`config.mk`:
```
export PLATFORM = sky130hd
export DESIGN_NAME = ac_alu_flat
export DESIGN_NICKNAME = d
export VERILOG_FILES = /design/src/rtl/ac_alu_if.sv /design/src/rtl/ac_alu.sv /design/src/flat_wrapper.sv
export SDC_FILE = /design/constraint.sdc
export NUM_CORES = 1
export LEC_CHECK = 0
export CELL_PAD_IN_SITES_DETAIL_PLACEMENT = 1
export CELL_PAD_IN_SITES_GLOBAL_PLACEMENT = 1
export CORE_MARGIN = 1
export CORE_UTILIZATION = 41
export DETAILED_ROUTE_END_ITERATION = 12
export PLACE_DENSITY_LB_ADDON = 0.1
export SYNTH_ARGS = -nofsm -noshare
export SYNTH_HDL_FRONTEND = slang
export SYNTH_SLANG_ARGS = --single-unit
```
`constraint.sdc`:
```
create_clock -name clk -period 3.4 [get_ports clk]
set_input_delay 0.68 -clock clk [delete_from_list [all_inputs] [get_ports clk]]
set_output_delay 0.68 -clock clk [all_outputs]
set_load 0.005 [all_outputs]
```
`src/rtl/ac_alu_if.sv`:
```
// Handshake and datapath bundle between the ALU feeder and the sequencer that drives it.
// Master issues opcodes and supplies operands; slave (ac_alu) returns the accumulator controls.
interface ac_alu_if;
  localparam int unsigned W = 16;

  logic         start;
  logic [3:0]   opcode;
  logic [W-1:0] acout;
  logic [W-1:0] dr;
  logic [7:0]   inpr;
  logic [W-1:0] acin;
  logic         acld;
  logic         acclr;
  logic         e;
  logic         busy;
  logic         done;

  modport master (
    output start, opcode, acout, dr, inpr,
    input  acin, acld, acclr, e, busy, done
  );

  modport slave (
    input  start, opcode, acout, dr, inpr,
    output acin, acld, acclr, e, busy, done
  );
endinterface

```
`src/rtl/ac_alu.sv`:
```
// Accumulator feeder: computes the next AC value, owns the E flip-flop and strobes acld/acclr for one cycle.
// Optional 16-iteration shift-add multiply on opcode 12 when AC_ALU_MUL_EN is defined.
module ac_alu (
  input logic     clk,
  input logic     rst,
  ac_alu_if.slave bus
);
  localparam int unsigned W     = 16;
  localparam int unsigned CNT_W = 4;

  localparam logic [3:0] OP_AND = 4'd1;
  localparam logic [3:0] OP_ADD = 4'd2;
  localparam logic [3:0] OP_LDA = 4'd3;
  localparam logic [3:0] OP_CLA = 4'd4;
  localparam logic [3:0] OP_CMA = 4'd5;
  localparam logic [3:0] OP_CIR = 4'd6;
  localparam logic [3:0] OP_CIL = 4'd7;
  localparam logic [3:0] OP_INC = 4'd8;
  localparam logic [3:0] OP_CLE = 4'd9;
  localparam logic [3:0] OP_CME = 4'd10;
  localparam logic [3:0] OP_INP = 4'd11;
`ifdef AC_ALU_MUL_EN
  localparam logic [3:0] OP_MUL = 4'd12;

  typedef enum logic [1:0] {S_IDLE = 2'd0, S_MUL = 2'd1, S_EXEC = 2'd2} state_e;
`else
  typedef enum logic [1:0] {S_IDLE = 2'd0, S_EXEC = 2'd2} state_e;
`endif

  state_e       state_q, state_d;
  logic [W-1:0] acin_q,  acin_d;
  logic         e_q,     e_d;
  logic         acld_q,  acld_d;
  logic         acclr_q, acclr_d;
  logic         done_q,  done_d;
  logic         busy_q,  busy_d;
  logic [W:0]   add_sum;

`ifdef AC_ALU_MUL_EN
  logic [2*W-1:0]   mcand_q,  mcand_d;
  logic [W-1:0]     mplier_q, mplier_d;
  logic [2*W-1:0]   prod_q,   prod_d;
  logic [CNT_W-1:0] cnt_q,    cnt_d;
  logic [2*W-1:0]   prod_sum;
`endif

  // Next-state and registered-output decode
  always_comb begin
    state_d  = state_q;
    acin_d   = acin_q;
    e_d      = e_q;
    acld_d   = 1'b0;
    acclr_d  = 1'b0;
    done_d   = 1'b0;
    busy_d   = busy_q;
    add_sum  = {1'b0, bus.acout} + {1'b0, bus.dr};
`ifdef AC_ALU_MUL_EN
    mcand_d  = mcand_q;
    mplier_d = mplier_q;
    prod_d   = prod_q;
    cnt_d    = cnt_q;
    prod_sum = prod_q + (mplier_q[0] ? mcand_q : '0);
`endif

    case (state_q)
      S_IDLE: begin
        busy_d = 1'b0;
        if (bus.start) begin
`ifdef AC_ALU_MUL_EN
          if (bus.opcode == OP_MUL) begin
            state_d  = S_MUL;
            busy_d   = 1'b1;
            mcand_d  = {{W{1'b0}}, bus.acout};
            mplier_d = bus.dr;
            prod_d   = '0;
            cnt_d    = '0;
          end else
`endif
          begin
            state_d = S_EXEC;
            busy_d  = 1'b1;
            done_d  = 1'b1;
            case (bus.opcode)
              OP_AND: begin acin_d = bus.acout & bus.dr; acld_d = 1'b1; end
              OP_ADD: begin acin_d = add_sum[W-1:0]; e_d = add_sum[W]; acld_d = 1'b1; end
              OP_LDA: begin acin_d = bus.dr; acld_d = 1'b1; end
              OP_CLA: begin acin_d = '0; acclr_d = 1'b1; end
              OP_CMA: begin acin_d = ~bus.acout; acld_d = 1'b1; end
              OP_CIR: begin
                acin_d = {e_q, bus.acout[W-1:1]};
                e_d    = bus.acout[0];
                acld_d = 1'b1;
              end
              OP_CIL: begin
                acin_d = {bus.acout[W-2:0], e_q};
                e_d    = bus.acout[W-1];
                acld_d = 1'b1;
              end
              OP_INC: begin acin_d = bus.acout + W'(1); acld_d = 1'b1; end
              OP_CLE: e_d = 1'b0;
              OP_CME: e_d = ~e_q;
              OP_INP: begin acin_d = {bus.acout[W-1:8], bus.inpr}; acld_d = 1'b1; end
              default: ;
            endcase
          end
        end
      end
`ifdef AC_ALU_MUL_EN
      // One multiplier bit per cycle; the result lands on the last iteration edge
      S_MUL: begin
        prod_d   = prod_sum;
        mcand_d  = mcand_q << 1;
        mplier_d = mplier_q >> 1;
        cnt_d    = cnt_q + CNT_W'(1);
        if (cnt_q == CNT_W'(W - 1)) begin
          state_d = S_EXEC;
          done_d  = 1'b1;
          acld_d  = 1'b1;
          acin_d  = prod_sum[W-1:0];
          e_d     = |prod_sum[2*W-1:W];
        end
      end
`endif
      S_EXEC: begin
        state_d = S_IDLE;
        busy_d  = 1'b0;
      end
      default: begin
        state_d = S_IDLE;
        busy_d  = 1'b0;
      end
    endcase
  end

  always_ff @(posedge clk) begin
    if (rst) begin
      state_q  <= S_IDLE;
      acin_q   <= '0;
      e_q      <= 1'b0;
      acld_q   <= 1'b0;
      acclr_q  <= 1'b0;
      done_q   <= 1'b0;
      busy_q   <= 1'b0;
`ifdef AC_ALU_MUL_EN
      mcand_q  <= '0;
      mplier_q <= '0;
      prod_q   <= '0;
      cnt_q    <= '0;
`endif
    end else begin
      state_q  <= state_d;
      acin_q   <= acin_d;
      e_q      <= e_d;
      acld_q   <= acld_d;
      acclr_q  <= acclr_d;
      done_q   <= done_d;
      busy_q   <= busy_d;
`ifdef AC_ALU_MUL_EN
      mcand_q  <= mcand_d;
      mplier_q <= mplier_d;
      prod_q   <= prod_d;
      cnt_q    <= cnt_d;
`endif
    end
  end

  assign bus.acin  = acin_q;
  assign bus.acld  = acld_q;
  assign bus.acclr = acclr_q;
  assign bus.e     = e_q;
  assign bus.busy  = busy_q;
  assign bus.done  = done_q;
endmodule
```
`src/flat_wrapper.sv`:
```
// flat-port wrapper written by rule: the top's interface ports become plain ports
module ac_alu_flat 
  (clk, rst, bus_start, bus_opcode, bus_acout, bus_dr, bus_inpr, bus_acin, bus_acld, bus_acclr, bus_e, bus_busy, bus_done);
  ac_alu_if bus_i ();
  input logic clk;
  input logic rst;
  input wire logic [$bits(bus_i.start)-1:0] bus_start;
  input wire logic [$bits(bus_i.opcode)-1:0] bus_opcode;
  input wire logic [$bits(bus_i.acout)-1:0] bus_acout;
  input wire logic [$bits(bus_i.dr)-1:0] bus_dr;
  input wire logic [$bits(bus_i.inpr)-1:0] bus_inpr;
  output wire logic [$bits(bus_i.acin)-1:0] bus_acin;
  output wire logic [$bits(bus_i.acld)-1:0] bus_acld;
  output wire logic [$bits(bus_i.acclr)-1:0] bus_acclr;
  output wire logic [$bits(bus_i.e)-1:0] bus_e;
  output wire logic [$bits(bus_i.busy)-1:0] bus_busy;
  output wire logic [$bits(bus_i.done)-1:0] bus_done;
  assign bus_i.start = bus_start;
  assign bus_i.opcode = bus_opcode;
  assign bus_i.acout = bus_acout;
  assign bus_i.dr = bus_dr;
  assign bus_i.inpr = bus_inpr;
  assign bus_acin = bus_i.acin;
  assign bus_acld = bus_i.acld;
  assign bus_acclr = bus_i.acclr;
  assign bus_e = bus_i.e;
  assign bus_busy = bus_i.busy;
  assign bus_done = bus_i.done;
  ac_alu u_core (.clk(clk), .rst(rst), .bus(bus_i));
endmodule
```
# ---- After elaboration in Yosys (flattened, before gate mapping)
# Cells that the tools add are included.
dict set report classes {
  muxes 5
  n_shift 0
  n_lt_le_gt_ge 0
  n_div 0
  n_eq_ne 11
  bitwise_logic 5
  n_mul 0
  add_sub_neg 2
  n_reduce_logical 8
}
# op count
set ops {}
lappend ops {{$pmux W16 S9} 1}
lappend ops {{$add A16 B16 Y17} 1}
lappend ops {{$add A16 B1 Y16 const B} 1}
lappend ops {{$and A16 B16 Y16} 1}
lappend ops {{$eq A4 B3 Y1 const B} 4}
lappend ops {{$eq A4 B4 Y1 const B} 4}
lappend ops {{$not A16 Y16} 1}
lappend ops {{$reduce_bool A9 Y1} 1}
lappend ops {{$eq A4 B2 Y1 const B} 2}
lappend ops {{$reduce_or A8 Y1} 1}
lappend ops {{$reduce_and A3 Y1} 2}
lappend ops {{$pmux W1 S5} 1}
lappend ops {{$reduce_bool A5 Y1} 1}
lappend ops {{$eq A4 B1 Y1 const B} 1}
lappend ops {{$mux W1} 3}
lappend ops {{$not A1 Y1} 3}
lappend ops {{$reduce_or A3 Y1} 1}
lappend ops {{$logic_not A2 Y1} 1}
lappend ops {{$reduce_or A2 Y1} 1}
dict set report totals {
  latchBits 0
  inputBits 47
  out_inout_bits 21
  memories 0
  mem_bits_ro 0
  register_bits 21
  ram_bits 0
  elab_cells 37
}

# ---- Depth between registers and ports, before layout
# Gate-level depths: netlist of the first run.
dict set report logic_depth {
  depth_word 3
  depth_mapped 10
}

# ---- Worst setup path after synthesis of the first run
# OpenSTA, ideal clock, no wires.
dict set report synth_timing {
  path_kind {input-to-reg}
  from {input bus_dr[0]}
  to {register u_core.acin_q[8] (netlist: u_core.bus.acin[8])}
  setup_time_ns 0.129
  arrival_time_ns 2.321
  path_stages 9
  setup_slack_ns 0.950
  path_cell_list {ha_1 > inv_1 > fa_1 > nand2b_1 > a21o_1 > a21oi_1 > xor2_1 > a2111oi_0 > o21ai_1}
}
dict set report synth_between {
  elab_chain_cells 2
}
# element line_no
set synth_lines {}
lappend synth_lines {{start: declaration} flat_wrapper.sv:10} ;# input wire logic [$bits(bus_i.dr)-1:0] bus_dr;
lappend synth_lines {{$add A16 B16 Y17} ac_alu.sv:56} ;# add_sum = {1'b0, bus.acout} + {1'b0, bus.dr};
lappend synth_lines {{$pmux W16 S9} ac_alu.sv:83} ;# case (bus.opcode)
lappend synth_lines {{end signal: assignment} ac_alu.sv:152} ;# acin_q <= acin_d;
lappend synth_lines {{end: declaration} ac_alu.sv:31} ;# logic [W-1:0] acin_q, acin_d;
# Every way passes these cells.
# A chain may end at the register's enable or synchronous reset.

# ---- Worst setup path in the final report of the first run
dict set report layout_timing {
  from {input bus_acout[0]}
  to {register u_core.e_q (netlist: u_core.bus.e)}
}
dict set report layout_between {
  elab_chain_cells 2
}
# element line_no
set layout_lines {}
lappend layout_lines {{start: declaration} flat_wrapper.sv:9} ;# input wire logic [$bits(bus_i.acout)-1:0] bus_acout;
lappend layout_lines {{$add A16 B16 Y17} ac_alu.sv:56}
lappend layout_lines {{$pmux W1 S5 (*)} ac_alu.sv:83}
lappend layout_lines {{end signal: assignment} ac_alu.sv:139} ;# e_q <= 1'b0;
lappend layout_lines {{end signal: assignment} ac_alu.sv:153} ;# e_q <= e_d;
lappend layout_lines {{end: declaration} ac_alu.sv:32} ;# logic e_q, e_d;
# Every way passes the cells marked *; elsewhere a longest branch is shown, timed or not.

==> summary.md, run 1 <==
• **outcome** finished clean
• **max cap viols** 0
• **number of buffers inserted during clock tree synthesis** 3
• **number of gates resized after cts** 0
• **WP data arrival** 3.22 ns
• **Die Y-Extent** 91.5 um
• **FF-to-FF path depth** 5
• **Final Wtd Congestion** 0.886
• **First-pass DRT Iterations** 5
• **register area share after synthesis** 12.8%
• **antenna violations before repair** 0
• **unrepaired setup endpoints after global routing** false
• **clock period minus final worst setup slack** 3.02 ns
• **Post-CTS Setup Repair Bufs** 0
• **leakage** 1.55 nW
• **Synthesis Warnings** 0
• **CTS tree** built
• **number of buffers added to fix hold violations after cts** 0
• **global-route congestion overflow total** 0
• **buffer levels on the longest clock path** 2
• **end-of-flow core utilization** 53.5%
• **count of unique library cells instantiated by Yosys** 86
• **wire length after detailed routing** 13,700 um
• **post-synthesis cell count** 455
• **end of the worst register-to-register path** u_core.bus.acin[12]
• **pin count of the biggest net entering global routing** 48
• **post-route setup TNS** 0 ns
• **Worst Setup Start Kind** input pin
• **max-slew violation total from the final report** 0
• **core box area** 7730 um^2
• **Antenna Nets Post-Route** 0
• **layout overhead on the synthesized area** 25.9%
• **total power divided by cell area** 243 nW/um^2
• **worst hold path cell count** 2
• **period utilization** 88.8%
• **dominant synthesized flop cell** dfxtp_1
• **worst setup slack for register-to-register paths** 1.33 ns
• **endpoints failing hold** 0
• **Hold Path Class** flop to flop
• **cell row count** 32
• **Crit Reg-Reg Startpoint** u_core.state_q[1]
• **launch point of the worst hold path** u_core.bus.acin[3]
• **port buffer count** 67
• **hpwl dp** 10,300 um
• **type of destination of the critical path** flop
• **total global routing track utilization** 33.0%
• **Die Span X** 91.5 um
• **DR WL/cell** 22.2 um
• **initial standard-cell utilization of the core** 42.5%
• **ratio of cells with drive above 1 in the final layout** 13.2%
• **number of DRC violations after detailed-routing iteration 0** 270
• **average cell area after synthesis** 7.22 um^2
• **top fanout value on the critical path** 4
• **via total after detailed routing** 4,030
• **synthesized netlist net count** 520
• **DRC violation count after routing** 0
• **achievable frequency** 0.331 GHz
• **startpoint-to-endpoint class of the critical path** input pin to flop
• **worst slew slack as a fraction of its limit** 55.4%
• **net count reported at finish** 582
• **number of antenna diodes** 0
• **capture endpoint of the worst hold path** u_core.bus.acin[3]
• **clock skew** 0.00822 ns
• **worst-margin pin slew** 0.667 ns
• **root buffer cell** clkbuf_8
• **CP Data Required Time** 3.60 ns
• **async set-or-reset flop fraction in the synthesized netlist** 0%
• **num ports** 68
• **count of flip-flops with a built-in enable after synthesis** 0
• **flip-flop and latch count after synthesis** 21
• **Max rail drop VDD** 0.134 mV
• **area of the mapped netlist** 3290 um^2
• **final setup violating endpoints** 0
• **via count of the first global-routing pass** 4,086
• **clock input transition at the sequential cells of the worst setup and hold paths** 0.10 ns
• **H-tree lvl count** 1
• **number of sinks driven by the clock tree** 21
• **via-per-instance ratio** 6.52
• **first-pass GRT wire length** 21,700 um
• **worst-skew pair later-pin latency** 0.28 ns
• **full die area** 8380 um^2
==> layout by cell type, fill, tap and decap left out, drive strengths merged, types with 6 or more instances in the layout <==
cell,instances
nand2b,7
o21ai,41
a21o,13
o221ai,8
o22ai,11
ha,17
clkdlybuf4s50,66
a221oi,6
o211ai,9
nand4,10
and3,7
nor3,9
a211oi,6
dfxtp,21
buf,32
a21oi,45
nand3,15
nand2,46
nor2,28
nor2b,7
xor2,10
inv,9
==> synthesized netlist by cell type (all sizes together), types with 10 or more instances <==
cell,n,area [um^2]
dfxtp,21,420
nor2,28,108
nand2,46,173
xor2,10,87.6
nand3,15,75.1
nand4,10,68.8
o22ai,11,68.8
a21o,13,100
buf,34,206
a21oi,45,255
ha,17,213
o21ai,41,209
==> logic make-up (layout without fill, tap and decap cells) <==
logic type | after synthesis | count (layout) | synth area share, %
compound gates | 189 | 189 | 40.3
mux | 10 | 10 | 3.58
fa+ha+maj | 18 | 18 | 7.08
flops | 21 | 21 | 12.8
simple gates | 152 | 152 | 24.1
xor+xnor | 15 | 15 | 4.00
buf+inv | 50 | 111 | 8.15
==> registers in the layout (all words and copies together) (netlist names) <==
signal / flops
u_core.bus.acld: 1
u_core.bus.e: 1
u_core.bus.acclr: 1
u_core.bus.acin: 16
u_core.state_q: 1
u_core.bus.done: 1
==> critical path, stage by stage <==
cell and delay, ns:
clkdlybuf4s50_1 0.50, ha_1 0.19, inv_1 0.09, fa_1 0.43
nand2b_1 0.24, a21oi_2 0.20, o211ai_2 0.16, a21oi_1 0.34
o211ai_1 0.15, a211oi_1 0.23
==> worst max-delay path by stage <==
stage            startpoint  depth (start not counted)  slack, ns            endpoint
2_1_floorplan     bus_dr[0]                          9       0.95  u_core.bus.acin[8]
3_3_place_gp   bus_acout[0]                         10       0.20        u_core.bus.e
3_5_place_dp   bus_acout[0]                         10       0.12        u_core.bus.e
4_1_cts        bus_acout[0]                         10       0.41        u_core.bus.e
5_1_grt        bus_acout[0]                         10       0.23        u_core.bus.e
6_report       bus_acout[0]                         10       0.38        u_core.bus.e
==> where the power goes <==
part / internal [mW] / switching [mW] / total (mW)
registers: 0.264 / 0.0115 / 0.276
clock network: 0.0824 / 0.110 / 0.192
logic: 0.239 / 0.297 / 0.536
total: 0.586 / 0.419 / 1.00
==> through the flow <==
| step | instance area (um^2) | power, mW | worst slack (ns) | instances | hold WS [ns] |
|---|---|---|---|---|---|
| after floorplan | 3290 | 0.593 | 0.950 | 455 | 0.448 |
| after global placement | 4090 | 0.796 | 0.197 | 614 | 0.443 |
| after detailed placement | 4090 | 0.807 | 0.125 | 614 | 0.456 |
| after CTS | 4140 | 1.00 | 0.409 | 618 | 0.471 |
| after global routing | 4140 | 1.06 | 0.229 | 618 | 0.498 |
| final | 4140 | 1.00 | 0.382 | 618 | 0.461 |
==> per-layer routing <==
layer	vias to the layer above	track usage (%)	part of all wire, %
met5	-	0	0
met4	0	10.8	2.5
met3	31	5.95	7.5
met2	166	54.3	47
met1	1969	43.2	43
li1	1864	-	-
==> area by class of cell <==
| class | count | area [um^2] |
|---|---|---|
| multi-input cells | 384 | 2600 |
| clock buffers | 3 | 41.3 |
| fillers | 971 | 3590 |
| flip-flops and latches | 21 | 420 |
| clock inverters | 1 | 5.00 |
| repair buffers | 98 | 911 |
| inverters | 9 | 33.8 |
| well taps | 102 | 128 |
Power figures use the tool's default switching activity.
==> run 2: changes to the inputs <==
--- a/config.mk
+++ b/config.mk
@@ -10,7 +10,8 @@
 export CORE_MARGIN = 1
 export CORE_UTILIZATION = 41
 export DETAILED_ROUTE_END_ITERATION = 12
-export PLACE_DENSITY_LB_ADDON = 0.1
+export PLACE_DENSITY_LB_ADDON = 0.25
+export SLEW_MARGIN = 20
 export SYNTH_ARGS = -nofsm -noshare
 export SYNTH_HDL_FRONTEND = slang
 export SYNTH_SLANG_ARGS = --single-unit
==> summary.md, run 2 (synthesis gave the netlist of run 1 again) <==
• **outcome** finished clean
• **endpoints failing hold** 0
• **slowest CP cell** clkdlybuf4s50_1
• **Die Y-Extent** 91.5 um
• **via total after detailed routing** 4,141
• **number of antenna diodes** 0
• **num ports** 68
• **worst-margin pin slew** 0.645 ns
• **end-of-flow core utilization** 53.5%
• **final hold slack** 0.460 ns
• **clock period minus final worst setup slack** 3.00 ns
• **worst-skew pair later-pin latency** 0.28 ns
• **port buffer count** 67
• **DR WL/cell** 22.3 um
• **clock skew** 0.00204 ns
• **max-slew violation total from the final report** 0
• **H-tree lvl count** 1
• **WP data arrival** 3.19 ns
• **area post-placement** 4090 um^2
• **number of buffers inserted during clock tree synthesis** 3
• **CTS tree** built
• **Hold Path Class** flop to flop
• **total global routing track utilization** 33.7%
• **Max rail drop VDD** 0.144 mV
• **layout overhead on the synthesized area** 25.7%
• **unrepaired setup endpoints after global routing** false
• **max cap viols** 0
• **number of buffers added to fix hold violations after cts** 0
• **final setup violating endpoints** 0
• **top fanout value on the critical path** 4
• **via count of the first global-routing pass** 4,097
• **setup slack of the critical path after layout** 0.404 ns
• **first-pass GRT wire length** 22,100 um
• **Worst Setup Start Kind** input pin
• **period utilization** 88.1%
• **final cell area excluding filler cells** 4130 um^2
• **Antenna Nets Post-Route** 0
• **start point of the critical path** bus_dr[0]
• **cell row count** 32
• **type of destination of the critical path** flop
• **Final Wtd Congestion** 0.896
• **wire length after detailed routing** 13,800 um
• **antenna violations before repair** 0
• **number of gates resized after cts** 0
• **total power divided by cell area** 244 nW/um^2
• **DRC violation count after routing** 0
• **number of sinks driven by the clock tree** 21
• **post-route setup TNS** 0 ns
• **clock input transition at the sequential cells of the worst setup and hold paths** 0.10 ns
• **worst setup timing slack at the placement stage** 0.144 ns
• **hpwl dp** 10,400 um
• **top library cells by usage in the layout, fill and taps aside** clkdlybuf4s50_1 (66), nand2_1 (46), a21oi_1 (41)
• **core box area** 7730 um^2
• **pin count of the biggest net entering global routing** 35
• **First-pass DRT Iterations** 5
• **worst slew slack as a fraction of its limit** 57.0%
• **Largest register FFs** 16
• **number of DRC violations after detailed-routing iteration 0** 324
• **CP Data Required Time** 3.60 ns
• **initial standard-cell utilization of the core** 42.5%
• **leakage** 1.55 nW
• **Critical Path Max Stage Delay** 0.49 ns
• **root buffer cell** clkbuf_8
• **Crit Reg-Reg Startpoint** u_core.state_q[1]
• **launch point of the worst hold path** u_core.bus.acin[3]
• **global-route congestion overflow total** 0
• **most common cell after layout, fill and taps aside** clkdlybuf4s50_1
• **Die Span X** 91.5 um
• **Post-CTS Setup Repair Bufs** 0
• **full die area** 8380 um^2
• **achievable frequency** 0.334 GHz
• **cell-by-cell trace of the critical path** clkdlybuf4s50_1, ha_1, inv_1, fa_1, nand2b_1, a21oi_2, o211ai_2, a21oi_1, o211ai_1, a211oi_1
• **via-per-instance ratio** 6.69
• **buffer levels on the longest clock path** 2
• **net count reported at finish** 583
• **ratio of cells with drive above 1 in the final layout** 13.3%
• **startpoint-to-endpoint class of the critical path** input pin to flop
-- run 2: changes by cell type in the layout (fill, tap and decap cells not counted) --
cell and delta:
buf_4 +2, buf_12 -1
-- run 2: cell type report --
type	instances	area [um^2]
Clock inverter	1	5.00
Tap cell	102	128
Inverter	9	33.8
Multi-Input combinational cell	384	2600
Fill cell	994	3600
Sequential cell	21	420
Clock buffer	3	41.3
Timing Repair Buffer	99	906
-- run 2: routing by layer --
metal,vias up,wire [um],GRT usage [%]
met5,-,0,0
li1,1863,-,-
met4,0,379,14.6
met1,2003,5650,43.7
met3,36,1240,4.19
met2,239,6560,55.8
-- run 2: report_power, final --
part	switching, mW	internal [mW]	leakage (nW)
clock network	0.113	0.0825	0.0255
registers	0.0116	0.264	0.172
logic	0.299	0.239	1.36
-- run 2: worst max-delay path, delay by kind of cell --
family          cells  cell delay (ns)
compound gates      5             1.05
fa+ha+maj           2             0.62
buf+inv             2             0.59
simple gates        1             0.24
-- run 2: per-stage QoR --
step                      power (mW)  instances
after floorplan                0.593        455
after global placement         0.790        615
after detailed placement       0.806        615
after CTS                      0.998        619
after global routing            1.06        619
final                           1.01        619
-- run 2: path summary, 6_finish.rpt --
path / slack [ns] / depth (start not counted) / end
max: 0.40 / 10 / u_core.bus.e
min: 0.46 / 2 / u_core.bus.acin[3]
max reg2reg: 1.45 / 5 / u_core.bus.acin[12]
min reg2reg: 0.46 / 2 / u_core.bus.acin[3]
